### config.mk
export PLATFORM = sky130hd
export DESIGN_NAME = seq_restoring_divider
export DESIGN_NICKNAME = d
export VERILOG_FILES = /design/src/rtl/seq_restoring_divider_pkg.sv /design/src/rtl/seq_restoring_divider_rbs_sub.sv /design/src/rtl/seq_restoring_divider.sv
export SDC_FILE = /design/constraint.sdc
export NUM_CORES = 1
export LEC_CHECK = 0
export ABC_AREA = 1
export CAP_MARGIN = 20
export CORE_MARGIN = 2
export CORE_UTILIZATION = 50
export DETAILED_ROUTE_END_ITERATION = 12
export PLACE_DENSITY = 0.85
export SYNTH_ARGS = -nofsm -noshare
export SYNTH_HDL_FRONTEND = slang
export SYNTH_HIERARCHICAL = 1
export SYNTH_SLANG_ARGS = --single-unit
### constraint.sdc
create_clock -name clk -period 8.8 [get_ports clk]
set_clock_uncertainty 0.15 [all_clocks]
set_input_delay 1.76 -clock clk [delete_from_list [all_inputs] [get_ports clk]]
set_output_delay 1.76 -clock clk [all_outputs]
set_load 0.03 [all_outputs]
### src/rtl/seq_restoring_divider_pkg.sv
// rtl/seq_restoring_divider_pkg.sv - shared state encodings for the sequential restoring divider
package seq_restoring_divider_pkg;

   typedef enum logic [1:0] {
      ST_IDLE = 2'd0,
      ST_CALC = 2'd1,
      ST_DONE = 2'd2
   } div_state_t;

endpackage

### src/rtl/seq_restoring_divider_rbs_sub.sv
// rtl/seq_restoring_divider_rbs_sub.sv - N-bit ripple-borrow subtractor built from full-subtractor cells
module rbs_sub #(
   parameter int N = 9
) (
   input  logic [N-1:0] a,
   input  logic [N-1:0] b,
   input  logic         bin,
   output logic [N-1:0] d,
   output logic         bout
);

   logic [N:0] brw;

   assign brw[0] = bin;

   for (genvar i = 0; i < N; i++) begin : g_cell
      assign d[i]     = a[i] ^ b[i] ^ brw[i];
      assign brw[i+1] = (~a[i] & b[i]) | (~(a[i] ^ b[i]) & brw[i]);
   end

   assign bout = brw[N];

endmodule

### src/rtl/seq_restoring_divider.sv
// rtl/seq_restoring_divider.sv - iterative unsigned restoring divider, one quotient bit per clock
module seq_restoring_divider
   import seq_restoring_divider_pkg::*;
#(
   parameter int WIDTH = 8
) (
   input  logic             clk,
   input  logic             rst,
   input  logic             start,
   input  logic [WIDTH-1:0] dividend,
   input  logic [WIDTH-1:0] divisor,
   output logic             busy,
   output logic             done,
   output logic [WIDTH-1:0] quotient,
   output logic [WIDTH-1:0] remainder,
   output logic             div_by_zero
);

   localparam int CW = $clog2(WIDTH);
   localparam logic [CW-1:0] LAST = CW'(WIDTH - 1);

   div_state_t       state;
   logic [WIDTH-1:0] r;
   logic [WIDTH-1:0] q;
   logic [WIDTH-1:0] d;
   logic [CW-1:0]    count;

   logic [WIDTH:0]   diff;
   logic             borrow;
   logic             trial_neg;
   logic [WIDTH-1:0] r_next;
   logic [WIDTH-1:0] q_next;

   rbs_sub #(.N(WIDTH + 1)) u_sub (
      .a    ({r, q[WIDTH-1]}),
      .b    ({1'b0, d}),
      .bin  (1'b0),
      .d    (diff),
      .bout (borrow)
   );

   // A non-negative trial is below the divisor, so its top bit can only be set alongside a borrow.
   assign trial_neg = borrow | diff[WIDTH];

   always_comb begin
      r_next = trial_neg ? {r[WIDTH-2:0], q[WIDTH-1]} : diff[WIDTH-1:0];
      q_next = {q[WIDTH-2:0], ~trial_neg};
   end

   always_ff @(posedge clk) begin
      if (rst) begin
         state       <= ST_IDLE;
         busy        <= 1'b0;
         done        <= 1'b0;
         quotient    <= '0;
         remainder   <= '0;
         div_by_zero <= 1'b0;
         r           <= '0;
         q           <= '0;
         d           <= '0;
         count       <= '0;
      end else begin
         case (state)
            ST_IDLE: begin
               done <= 1'b0;
               if (start) begin
                  d           <= divisor;
                  q           <= dividend;
                  r           <= '0;
                  count       <= '0;
                  div_by_zero <= 1'b0;
                  if (divisor == '0) begin
                     state       <= ST_DONE;
                     done        <= 1'b1;
                     quotient    <= '1;
                     remainder   <= dividend;
                     div_by_zero <= 1'b1;
                  end else begin
                     state <= ST_CALC;
                     busy  <= 1'b1;
                  end
               end
            end
            ST_CALC: begin
               q <= q_next;
               r <= r_next;
               if (count == LAST) begin
                  state     <= ST_DONE;
                  busy      <= 1'b0;
                  done      <= 1'b1;
                  quotient  <= q_next;
                  remainder <= r_next;
               end else begin
                  count <= count + CW'(1);
               end
            end
            ST_DONE: begin
               state <= ST_IDLE;
               done  <= 1'b0;
            end
            default: begin
               state <= ST_IDLE;
               busy  <= 1'b0;
               done  <= 1'b0;
            end
         endcase
      end
   end

endmodule

==> out/results.ini <==
[outcome]
status=finished clean

[synth]
synth_area_leaders=dfxtp_1 41%, nand2_1 11%, inv_1 8.7%, fa_1 7.6%, nor2_1 6.7%
synthCells=328
synth_compound_area_share_pct=13.27
ys_ff_latch=48
synth.area.mux_share_pct=0
synth-xor-area-share_pct=0
yosys.area_share.adder_pct=8.668
yosys.area.top_type=dfxtp_1
synth.avg_cell_area_sq_um=7.217
synth-simple-area-share_pct=25.00
syn_area_sq_um=2367
ys_types=23
yosysSeqAreaShare_pct=40.59
synth_top_family_by_area=simple AND/OR/NAND/NOR gates
yosys_warnings=6
yosysTopAreaCellShare_pct=40.59

[clock_tree]
cts_resized=0
root_buffer=clkbuf_8
clock_sinks=48
cts_buffer_depth=2
worstSkewPairLatency_ns=0.31
h-tree-depth=2
clk_pin_slew_ns=0.10
cts_tree=done
postCtsHoldBufs=0
postCtsSetupBuffers=0
cts_buffers=5

[die]
coreArea_sq_um=4629
dieArea_sq_um=5301
rows=25
start_util_pct=51.14
fp.dieH_um=72.81
ioPinCount=38
die_x_um=72.81

[timing]
rsz0062_at_grt=no
period_needed_ns=4.926
fin_setup_tns_ns=0
finalSetupViolCount=0
max_freq_mhz=203.0
slew_viol_final=0
finalHoldViolations=0
finalCritPeriodShare_pct=55.97

[grt]
first_global_vias=1902
antenna_found_initial=0
grt_start_max_net_pins=41
grt_pass1_wl_mm=8.466
grt_use_total_pct=20.62
grt-ovfl-total=0

[detailed_routing]
drtPass1Iterations=4
dr_total_vias=2083
drt-wirelength-per-cell_um=12.06
drt_iter0_drc=162
wl_mm=5.031
drcViolationCount=0
ant_nets=0
routed_via_density=4.995

[setup_path]
critical-path-top-delay-family=adder cells
crit_path_end_kind=register
reg2reg_from=q[7]
cp_cell_sequence=fa_1 > inv_1 > fa_1 > fa_1 > fa_1 > fa_1 > fa_1 > fa_1 > fa_1 > inv_1 > fa_1 > nor2_1 > nand2_1 > inv_2 > nand2_1 > nand3_1 > nor2_1 > nor2_1
worst_path_largest_cell_delay_ns=0.43
r2r_cells=18
crit_path_frequent_cell=fa_1
cp.depth=18
cp_slowest_cell=fa_1
r2r_end=remainder[0]
cp-startpoint=q[7]
cp-start-kind=register
rrSetupSlack_ns=3.87
crit_required_ns=8.91
critPathKind=register to register
arrival_ns=5.03
path_buf_inv=3
worstPathMaxFanout=8

[finish]
syn2layout_area_growth_pct=21.88
n_fill_cell=422
post-route-cell-area_sq_um=2885
multiInputGateArea_sq_um=1119
final_nets=392
ff_latch_area_sq_um=960.9
drive_above_1_share_pct=6.612
finalNonFillerCells=417
antenna_cells=0
post-route-util_pct=62.32

[place]
port_buffers=37
hpwl_mm=3.477
place_area_sq_um=2743
placedCellCount=408
finalWeightedCongestion=0.7914

[hold_path]
worstHoldEndpoint=quotient[4]
hold_depth=2
hp-start=quotient[4]
hp-class=register to register

[pwr]
p_leak_nw=1.315
powerDensity_nw_per_um2=229.6
irDropWorstVdd_v=0.0001336
power_w=0.0006624

[job]
cap_viol_max_count=0

logic make-up (layout without fill, tap and decap cells):
logic type               Yosys count  count (layout)
other                              1               2
AND/OR/NAND/NOR                  140             140
flip-flops                        48              48
buffers and inverters             72             106
adder cells (fa/ha/maj)           11              11
AO/OA/AOI/OAI                     56              56
layer usage:
layer | part of all wire, % | GRT usage, % | vias up
met5 | 0 | 0 | -
met2 | 51 | 35.66 | 54
met4 | 1.8 | 8.642 | 0
li1 | - | - | 1078
met1 | 43 | 25.59 | 943
met3 | 4.4 | 3.039 | 8
tightest hold or removal path, cell delays in order, from the launching register on:
cell	delay (ns)
dfxtp_1	0.32
inv_1	0.04
a21oi_1	0.05
sequential cells by signal, summed over array words and instances, names as in the netlist:
signal and cells:
d 8, q 8, quotient 8, r 8
remainder 8, count 3, state 2, busy 1
div_by_zero 1, done 1
cells in the final DEF (no fill, tap or decap), types with 2 or more instances in the layout:
cell type and instances:
nor2_1 42, nand2_4 2, conb_1 2, clkdlybuf4s50_1 37, inv_1 55, fa_1 9
nand2_1 70, ha_1 2, dfxtp_1 48, o21ai_0 21, o21ai_1 3, inv_2 5
nand3_1 19, nand2_2 4, clkbuf_8 5, o31ai_1 7, a21oi_1 22, nor2_4 2
report_power, final:
part / total, W / switching, W / internal [W]
Sequential: 0.000272 / 0.0000218 / 0.000250
Clock: 0.000165 / 0.0000791 / 0.0000856
Combinational: 0.000225 / 0.000142 / 0.0000836
Total: 0.000662 / 0.000243 / 0.000420
layout make-up:
type	count	area share, %
multi-input combinational	209	38.77
sequential	48	33.30
timing repair buffer	38	13.79
inverter	60	7.806
clock buffer	5	2.385
tap	54	2.342
clock inverter	3	1.605
synth_stat cells (all sizes together):
cell	number
o31ai	7
ha	2
dfxtp	48
conb	1
a22oi	1
o21ai	25
inv	60
fa	9
o211ai	1
nand2	76
nor2	45
a21oi	22
buf	7
nand3	19
clkbuf	5
per-stage QoR:
stage | setup WS, ns | hold slack (ns)
2_1_floorplan | 4.322 | 0.2828
3_3_place_gp | 4.140 | 0.2857
3_5_place_dp | 3.998 | 0.2891
4_1_cts | 3.923 | 0.3036
5_1_grt | 3.637 | 0.3171
6_report | 3.874 | 0.2995
worst max path at each step:
stage	to	slack (ns)
2_1_floorplan	remainder[4]	4.32
3_3_place_gp	remainder[7]	4.14
6_report	remainder[0]	3.87
4_1_cts	remainder[6]	3.92
3_5_place_dp	remainder[0]	4.00
5_1_grt	remainder[0]	3.64
Power figures use the tool's default switching activity.
